[config.mk]
export PLATFORM = sky130hd
export DESIGN_NAME = usb_devrx
export DESIGN_NICKNAME = d
export VERILOG_FILES = /design/src/rtl/usb_devrx.sv
export SDC_FILE = /design/constraint.sdc
export NUM_CORES = 1
export LEC_CHECK = 0
export ABC_AREA = 1
export CAP_MARGIN = 20
export CORE_ASPECT_RATIO = 0.6
export CORE_MARGIN = 2
export CORE_UTILIZATION = 41
export DETAILED_ROUTE_END_ITERATION = 10
export RECOVER_POWER = 25
export SYNTH_ARGS = -nofsm -noshare
export SYNTH_HDL_FRONTEND = slang
export SYNTH_SLANG_ARGS = --single-unit
[constraint.sdc]
create_clock -name clk -period 2.7 [get_ports clk]
set_input_delay 0.27 -clock clk [delete_from_list [all_inputs] [get_ports clk]]
set_output_delay 0.27 -clock clk [all_outputs]
set_load 0.01 [all_outputs]
[src/rtl/usb_devrx.sv]
// usb_devrx: full-speed USB receive packet stage.
// Detects SYNC, NRZI-decodes, strips stuff bits, assembles bytes and
// checks PID / CRC5 / CRC16, reporting error flags with end-of-packet.
module usb_devrx #(
   parameter int unsigned SYNC_MIN_ZEROS = 5,
   parameter int unsigned IDLE_J         = 7
) (
   input  logic       clk,
   input  logic       rst,
   input  logic       rx_strb,
   input  logic       rx_dp,
   input  logic       rx_dn,
   output logic       rx_active,
   output logic [7:0] rx_data,
   output logic       rx_valid,
   output logic       rx_eop,
   output logic [3:0] rx_err
);

   localparam int ZW = $clog2(SYNC_MIN_ZEROS + 1);
   localparam int JW = $clog2(IDLE_J + 1);

   typedef enum logic [2:0] {
      S_WAIT_IDLE,
      S_IDLE,
      S_SYNC,
      S_DATA,
      S_WAIT_EOP,
      S_EOP
   } state_t;

   state_t          state_q, state_d;
   logic [JW-1:0]   jcnt_q, jcnt_d;
   logic [ZW-1:0]   zcnt_q, zcnt_d;
   logic            prev_q, prev_d;
   logic [2:0]      ones_q, ones_d;
   logic [6:0]      shreg_q, shreg_d;
   logic [2:0]      bitcnt_q, bitcnt_d;
   logic [2:0]      nbytes_q, nbytes_d;
   logic [7:0]      pid_q, pid_d;
   logic [4:0]      crc5_q, crc5_d;
   logic [15:0]     crc16_q, crc16_d;
   logic            stuff_err_q, stuff_err_d;
   logic            active_q, active_d;
   logic [7:0]      data_q, data_d;
   logic            valid_q, valid_d;
   logic            eop_q, eop_d;
   logic [3:0]      err_q, err_d;

   logic            is_j, is_k, is_se0, is_se1;
   logic            dbit;
   logic [7:0]      new_byte;
   logic            crc5_fb, crc16_fb;
   logic            pid_err, crc_err, align_err;
   logic [3:0]      err_now;

   assign is_j     = rx_dp & ~rx_dn;
   assign is_k     = ~rx_dp & rx_dn;
   assign is_se0   = ~rx_dp & ~rx_dn;
   assign is_se1   = rx_dp & rx_dn;
   // NRZI: unchanged level decodes as 1
   assign dbit     = (rx_dp == prev_q);
   assign new_byte = {dbit, shreg_q};
   assign crc5_fb  = dbit ^ crc5_q[4];
   assign crc16_fb = dbit ^ crc16_q[15];

   // End-of-packet error summary from the accumulated packet state
   always_comb begin
      pid_err   = (pid_q[7:4] != ~pid_q[3:0]);
      align_err = (bitcnt_q != 3'd0) || (nbytes_q == 3'd0);
      case (pid_q[1:0])
         2'b01:   crc_err = (nbytes_q != 3'd3) || (crc5_q != 5'b01100);
         2'b11:   crc_err = (nbytes_q < 3'd3) || (crc16_q != 16'h800D);
         default: crc_err = (nbytes_q != 3'd1);
      endcase
      err_now = {stuff_err_q, align_err, crc_err, pid_err};
   end

   // Next-state and output logic; nothing advances without rx_strb
   always_comb begin
      state_d     = state_q;
      jcnt_d      = jcnt_q;
      zcnt_d      = zcnt_q;
      prev_d      = prev_q;
      ones_d      = ones_q;
      shreg_d     = shreg_q;
      bitcnt_d    = bitcnt_q;
      nbytes_d    = nbytes_q;
      pid_d       = pid_q;
      crc5_d      = crc5_q;
      crc16_d     = crc16_q;
      stuff_err_d = stuff_err_q;
      active_d    = eop_q ? 1'b0 : active_q;
      data_d      = data_q;
      valid_d     = 1'b0;
      eop_d       = 1'b0;
      err_d       = '0;

      if (rx_strb) begin
         if (is_j || is_k) prev_d = rx_dp;
         unique case (state_q)
            S_WAIT_IDLE: begin
               if (is_j) begin
                  if (jcnt_q == JW'(IDLE_J - 1)) begin
                     state_d = S_IDLE;
                     jcnt_d  = '0;
                  end else begin
                     jcnt_d = jcnt_q + 1'b1;
                  end
               end else begin
                  jcnt_d = '0;
               end
            end
            S_IDLE: begin
               if (is_k) begin
                  state_d = S_SYNC;
                  zcnt_d  = ZW'(1);
               end
            end
            S_SYNC: begin
               if (is_se0 || is_se1) begin
                  state_d = S_WAIT_IDLE;
                  jcnt_d  = '0;
               end else if (!dbit) begin
                  if (zcnt_q != ZW'(SYNC_MIN_ZEROS)) zcnt_d = zcnt_q + 1'b1;
               end else if (zcnt_q >= ZW'(SYNC_MIN_ZEROS)) begin
                  state_d     = S_DATA;
                  active_d    = 1'b1;
                  // the SYNC-terminating 1 counts towards the stuffing run
                  ones_d      = 3'd1;
                  shreg_d     = '0;
                  bitcnt_d    = '0;
                  nbytes_d    = '0;
                  pid_d       = '0;
                  crc5_d      = '1;
                  crc16_d     = '1;
                  stuff_err_d = 1'b0;
               end else begin
                  state_d = S_IDLE;
               end
            end
            S_DATA: begin
               if (is_se0) begin
                  state_d = S_EOP;
               end else if (is_se1) begin
                  stuff_err_d = 1'b1;
                  state_d     = S_WAIT_EOP;
               end else if (ones_q == 3'd6) begin
                  if (dbit) begin
                     stuff_err_d = 1'b1;
                     state_d     = S_WAIT_EOP;
                  end else begin
                     ones_d = '0;
                  end
               end else begin
                  ones_d   = dbit ? ones_q + 3'd1 : 3'd0;
                  shreg_d  = new_byte[7:1];
                  bitcnt_d = bitcnt_q + 3'd1;
                  if (nbytes_q != 3'd0) begin
                     crc5_d  = {crc5_q[3:0], 1'b0} ^ (crc5_fb ? 5'b00101 : 5'b00000);
                     crc16_d = {crc16_q[14:0], 1'b0} ^ (crc16_fb ? 16'h8005 : 16'h0000);
                  end
                  if (bitcnt_q == 3'd7) begin
                     data_d  = new_byte;
                     valid_d = 1'b1;
                     if (nbytes_q == 3'd0) pid_d = new_byte;
                     if (nbytes_q != 3'd7) nbytes_d = nbytes_q + 3'd1;
                  end
               end
            end
            S_WAIT_EOP: begin
               if (is_se0) state_d = S_EOP;
            end
            S_EOP: begin
               // a full-speed EOP spans two SE0 bit times before the J
               if (is_j) begin
                  eop_d   = 1'b1;
                  err_d   = err_now;
                  state_d = S_IDLE;
               end else if (!is_se0) begin
                  eop_d   = 1'b1;
                  err_d   = err_now | 4'b1000;
                  state_d = S_WAIT_IDLE;
                  jcnt_d  = '0;
               end
            end
            default: state_d = S_WAIT_IDLE;
         endcase
      end
   end

   // State and output registers
   always_ff @(posedge clk or posedge rst) begin
      if (rst) begin
         state_q     <= S_WAIT_IDLE;
         jcnt_q      <= '0;
         zcnt_q      <= '0;
         prev_q      <= 1'b1;
         ones_q      <= '0;
         shreg_q     <= '0;
         bitcnt_q    <= '0;
         nbytes_q    <= '0;
         pid_q       <= '0;
         crc5_q      <= '0;
         crc16_q     <= '0;
         stuff_err_q <= 1'b0;
         active_q    <= 1'b0;
         data_q      <= '0;
         valid_q     <= 1'b0;
         eop_q       <= 1'b0;
         err_q       <= '0;
      end else begin
         state_q     <= state_d;
         jcnt_q      <= jcnt_d;
         zcnt_q      <= zcnt_d;
         prev_q      <= prev_d;
         ones_q      <= ones_d;
         shreg_q     <= shreg_d;
         bitcnt_q    <= bitcnt_d;
         nbytes_q    <= nbytes_d;
         pid_q       <= pid_d;
         crc5_q      <= crc5_d;
         crc16_q     <= crc16_d;
         stuff_err_q <= stuff_err_d;
         active_q    <= active_d;
         data_q      <= data_d;
         valid_q     <= valid_d;
         eop_q       <= eop_d;
         err_q       <= err_d;
      end
   end

   assign rx_active = active_q;
   assign rx_data   = data_q;
   assign rx_valid  = valid_q;
   assign rx_eop    = eop_q;
   assign rx_err    = err_q;

endmodule

Yosys cells after proc, flatten, opt, wreduce, memory -nomap -nowiden
Index checks and enable logic that the tools add are counted.

Register bits after elaboration: 71. Bits in latches: 0. Bits in writable memories: 0. Bits in read-only memories: 0. Input bits: 5. Output and inout bits: 15. Word-level logic and storage cells: 214. Memories: 0.

$add $sub $neg: 5. $mul: 0. Div/mod/pow operators: 0. $lt $le $gt $ge: 2. Equal/unequal tests: 44. Shifts and indexed selects: 0. Multiplexer cells: 109. Bitwise operators: 14. Reduce and logical (&&, ||, !) cells: 23.

Operators by type and width (count): 16-bit 2-to-1 mux (8); 3-bit 2-to-1 mux (40); 8-bit 2-to-1 mux (8); 7-bit 2-to-1 mux (6); 2-bit != test, second input constant (19); 5-bit 2-to-1 mux (7); 16-bit one-hot mux with 2 select lines (1); 3-bit one-hot mux with 2 select lines (4); 8-bit AND reduction (3); 1-bit 2-to-1 mux (23); 3-bit != test, second input constant (7); 10-bit AND reduction (2); 3-bit one-hot mux with 6 select lines (1); 9-bit AND reduction (2); 4-bit 2-to-1 mux (4); 16-bit != test, second input constant (1); 8-bit one-hot mux with 2 select lines (1); 16-bit XOR (1); 3-bit by 1-bit adder with 3-bit output, second input constant (5); 3-bit == test, second input constant (5); 7-bit one-hot mux with 2 select lines (1); 6-bit AND reduction (2); 5-bit one-hot mux with 2 select lines (1); 3-bit one-hot mux with 3 select lines (1); 25 further kinds (44).

Logic depth before layout (Yosys ltp)
Depth in word-level cells: 9. Mapped depth: 12.

Worst setup path after synthesis
Ideal clock, no wire load.

Path kind: reg-to-reg. From: register prev_q. To: register crc16_q[15]. Library setup time: 0.118 ns. Arrival time: 1.410 ns. Path slack: 1.172 ns. Stages on the path, launching flop included: 11. Path buffers: 1. Period minus slack after synthesis: 1.528 ns. Cell sequence: dfstp_2 inv_1 nand2_1 nand2_1 nor2_1 nand2_1 nand2_1 nand3_1 buf_4 nand2_1 nand2_1.

Longest elaborated chain between the ends: 9. Elaborated cells between the ends (all ways): 11. Those cells by class: 2 x eq/ne; 6 x mux; 2 x bitwise; 1 x reduce/logical.

RTL lines: start, declared (line 35) `logic prev_q, prev_d;`; start signal, assigned (line 216) `prev_q <= prev_d;`; 1-bit == test * (line 62) `assign dbit = (rx_dp == prev_q);`; 1-bit XOR (line 65) `assign crc16_fb = dbit ^ crc16_q[15];`; 16-bit 2-to-1 mux (line 161) `crc16_d = {crc16_q[14:0], 1'b0} ^ (crc16_fb ? 16'h8005 : 16'h0000);`; 16-bit XOR (line 161); 16-bit 2-to-1 mux (line 159) `if (nbytes_q != 3'd0) begin`; 16-bit 2-to-1 mux (line 148) `end else if (ones_q == 3'd6) begin`; 16-bit 2-to-1 mux (line 145) `end else if (is_se1) begin`; 16-bit 2-to-1 mux (line 143) `if (is_se0) begin`; 16-bit one-hot mux with 2 select lines (line 101) `unique case (state_q)`; end signal, assigned (line 223) `crc16_q <= crc16_d;`; end, declared (line 42) `logic [15:0] crc16_q, crc16_d;`.

Mark *: on every way between the ends. The rest lies on a longest branch, timed or not. The select of a mux whose other input is x is not followed. A chain may end at the register's enable or synchronous reset.

Worst setup path after layout
From: input rx_dp. To: register pid_q[7].

Longest elaborated chain between the ends: 7. Elaborated cells between the ends (all ways): 16. Those cells by class: 5 x eq/ne; 6 x mux; 3 x bitwise; 2 x reduce/logical.

RTL lines: start, declared (line 11) `input logic rx_dp,`; 1-bit == test (line 62); 8-bit 2-to-1 mux (line 166) `if (nbytes_q == 3'd0) pid_d = new_byte;`; 8-bit 2-to-1 mux (line 163) `if (bitcnt_q == 3'd7) begin`; 8-bit 2-to-1 mux (line 148); 8-bit 2-to-1 mux (line 145); 8-bit 2-to-1 mux (line 143); 8-bit one-hot mux with 2 select lines (line 101); end signal, assigned (line 221) `pid_q <= pid_d;`; end, declared (line 40) `logic [7:0] pid_q, pid_d;`.

Parallel ways exist; a longest one is shown, timed or not. The select of a mux whose other input is x is not followed.

==> run metrics <==
status=finished, final reports clean; met3 routed WL=506 um; FF-to-FF Start=state_q[2]; Distinct cells, synth=29; Post-Syn Instances=507; die height=79.1 um; die area=10,200 um^2; Max-slew headroom=0.397; DRT Pass-1 Iters=5; WL per Instance=12.9 um; cts repair resizes=0; design area=4510 um^2; synthesized area per cell=7.59 um^2; total global routing overflow=0; Max-Cap Viols=0; Clock Path Buffers=2; WHS=0.479 ns; asr flop ratio synth=1.00; Worst Tran Pin Value=0.904 ns; crit start category=input port; DP HPWL=6060 um; Finish-stage setup viols=0; GRT Total Usage=0.184; Worst Reg-to-Reg Cells=10; register area share after synthesis=0.462; final total power=4.25 mW; Fmax=478 MHz; Power Density=942 nW/um^2; #FFs+latches synth=71; Syn Std Cell Area=3850 um^2; number of synthesis warnings=0; Die Width=129 um; RSZ-0062 raised after global routing=no; Net Count, Synth=528; vias=3,250; Worst Hold Path Cells=2; critical path peak fanout=22; FP Rows=27; CP required=2.97 ns; Residual DRC=0; dpl cell area=4160 um^2; final non-filler cell total=663; Post-Place Cells=647; met2 wire len=3310 um; ant diodes=0; core area=9160 um^2; final number of hold-violating endpoints=0; CTS Sinks=71; commonest non-fill, non-tap cells in the layout=176 x nand2_1, 70 x dfrtp_1, 68 x nand3_1; min-delay src=crc16_q[12]; length of routed wiring on met1=4690 um; first-pass GRT wire length=14,500 um; WS Path Type=input port to register; ratio of cells with drive above 1 in the final layout=0.0750; clock-pin slew on the worst setup and hold paths=0.06 ns; number of synthesized flops with an enable pin=0; later-pin clock latency in the skew report=0.34 ns; final wirelength=8560 um; leading cell type in the layout, fill and taps excluded=nand2_1; Setup Fix Bufs, Post-CTS=0; Via density=4.90; # fillers=888; htree depth=3; # hold bufs at CTS=0; WP data arrival=2.36 ns; Nets=549; # port buffers=19; Static Leak=2.30 nW; CTS tree=yes; largest net degree at the start of global routing=51; maximum VDD drop=421 uV; Final Max Tran Viols=0; Top FF cell, synth=dfrtp_1; Post-DRT Antenna Nets=0; setup TNS=0 ns; Layout area overhead=17.2%; Hold EP=crc16_q[12]; vias in the first global route=2,928; initial antenna violation count=0; Final min period=2.09 ns; DR iter-0 viols=284; I/O pin total=20; register-to-register setup slack=0.65 ns; crit end category=register; CTS Root Cell=clkbuf_16; HP Class=register to register; Top Layer Used=met4; worst clock skew=0.00680 ns; Initial Utilization=0.420; TritonCTS buffer count=9; Tcrit/Tclk final=0.775; final weighted congestion in routability-driven placement=0.895; RR Endpoint=pid_q[7]
stage by stage:
step | util | setup WS (ns)
after global placement | 0.455 | 0.356
final | 0.493 | 0.608
after floorplan | - | 0.635
after detailed placement | 0.455 | 0.300
after global routing | 0.493 | 0.398
after CTS | 0.493 | 0.626
worst max-delay path by stage:
stage / start / end / cells after the start
after CTS: rx_dp / pid_q[7] / 10
after detailed placement: rx_dp / pid_q[6] / 10
after global routing: rx_dp / pid_q[5] / 10
after global placement: rx_dp / pid_q[7] / 10
after floorplan: rst / bitcnt_q[0] / 1
final: rx_dp / pid_q[7] / 10
routing by layer:
metal | vias to the layer above | track usage
met1 | 1493 | 0.290
met5 | - | 0
met2 | 90 | 0.238
met3 | 5 | 0.0559
met4 | 0 | 0.0489
li1 | 1662 | -
cells by family after synthesis:
logic type | share of synthesized area
and+or+nand+nor | 0.341
AOI/OAI and AO/OA | 0.0536
xor gates and xnor gates | 0.0137
buffers and inverters | 0.0774
DFF | 0.462
adders and majority gates | 0.0520
sequential cells by signal, summed over array words and instances, names as in the netlist, 3 cells and up:
| name | cells |
|---|---|
| zcnt_q | 3 |
| shreg_q | 7 |
| crc5_q | 5 |
| nbytes_q | 3 |
| jcnt_q | 3 |
| state_q | 3 |
| crc16_q | 16 |
| rx_err | 4 |
| rx_data | 8 |
| ones_q | 3 |
| bitcnt_q | 3 |
| pid_q | 8 |
critical path, stage by stage:
cell	delay, ns
clkdlybuf4s50_1	0.57
inv_1	0.13
ha_1	0.33
nand2_1	0.11
nand2_1	0.10
nand2_1	0.12
nor2_4	0.25
buf_4	0.27
nand3_1	0.10
nand2_1	0.11
where the power goes:
group          internal (mW)  switching (mW)  total, mW
registers               1.39           0.259       1.65
clock network          0.911           0.469       1.38
logic                  0.428           0.789       1.22
layout make-up:
type / instances / area [um^2] / area share
Clock inverter: 6 / 116 / 0.0258
Timing Repair Buffer: 25 / 248 / 0.0549
Tap cell: 130 / 163 / 0.0361
Inverter: 54 / 203 / 0.0450
Multi-Input combinational cell: 367 / 1770 / 0.393
Clock buffer: 10 / 229 / 0.0508
Sequential cell: 71 / 1780 / 0.394
cells in the mapped netlist, types with 3 or more instances:
cell	instances	area, um^2
nand2_1	176	661
dfrtp_1	70	1750
nand3_1	68	340
inv_1	52	195
nor2_1	34	128
o21ai_0	22	110
ha_1	16	200
o21ai_1	10	50.1
or2_2	9	56.3
buf_2	7	35.0
nand4_1	7	43.8
xor2_1	6	52.6
buf_4	4	30.0
nor3_1	4	20.0
a21oi_1	3	15.0
No activity file was read; power rests on OpenSTA's default activity.
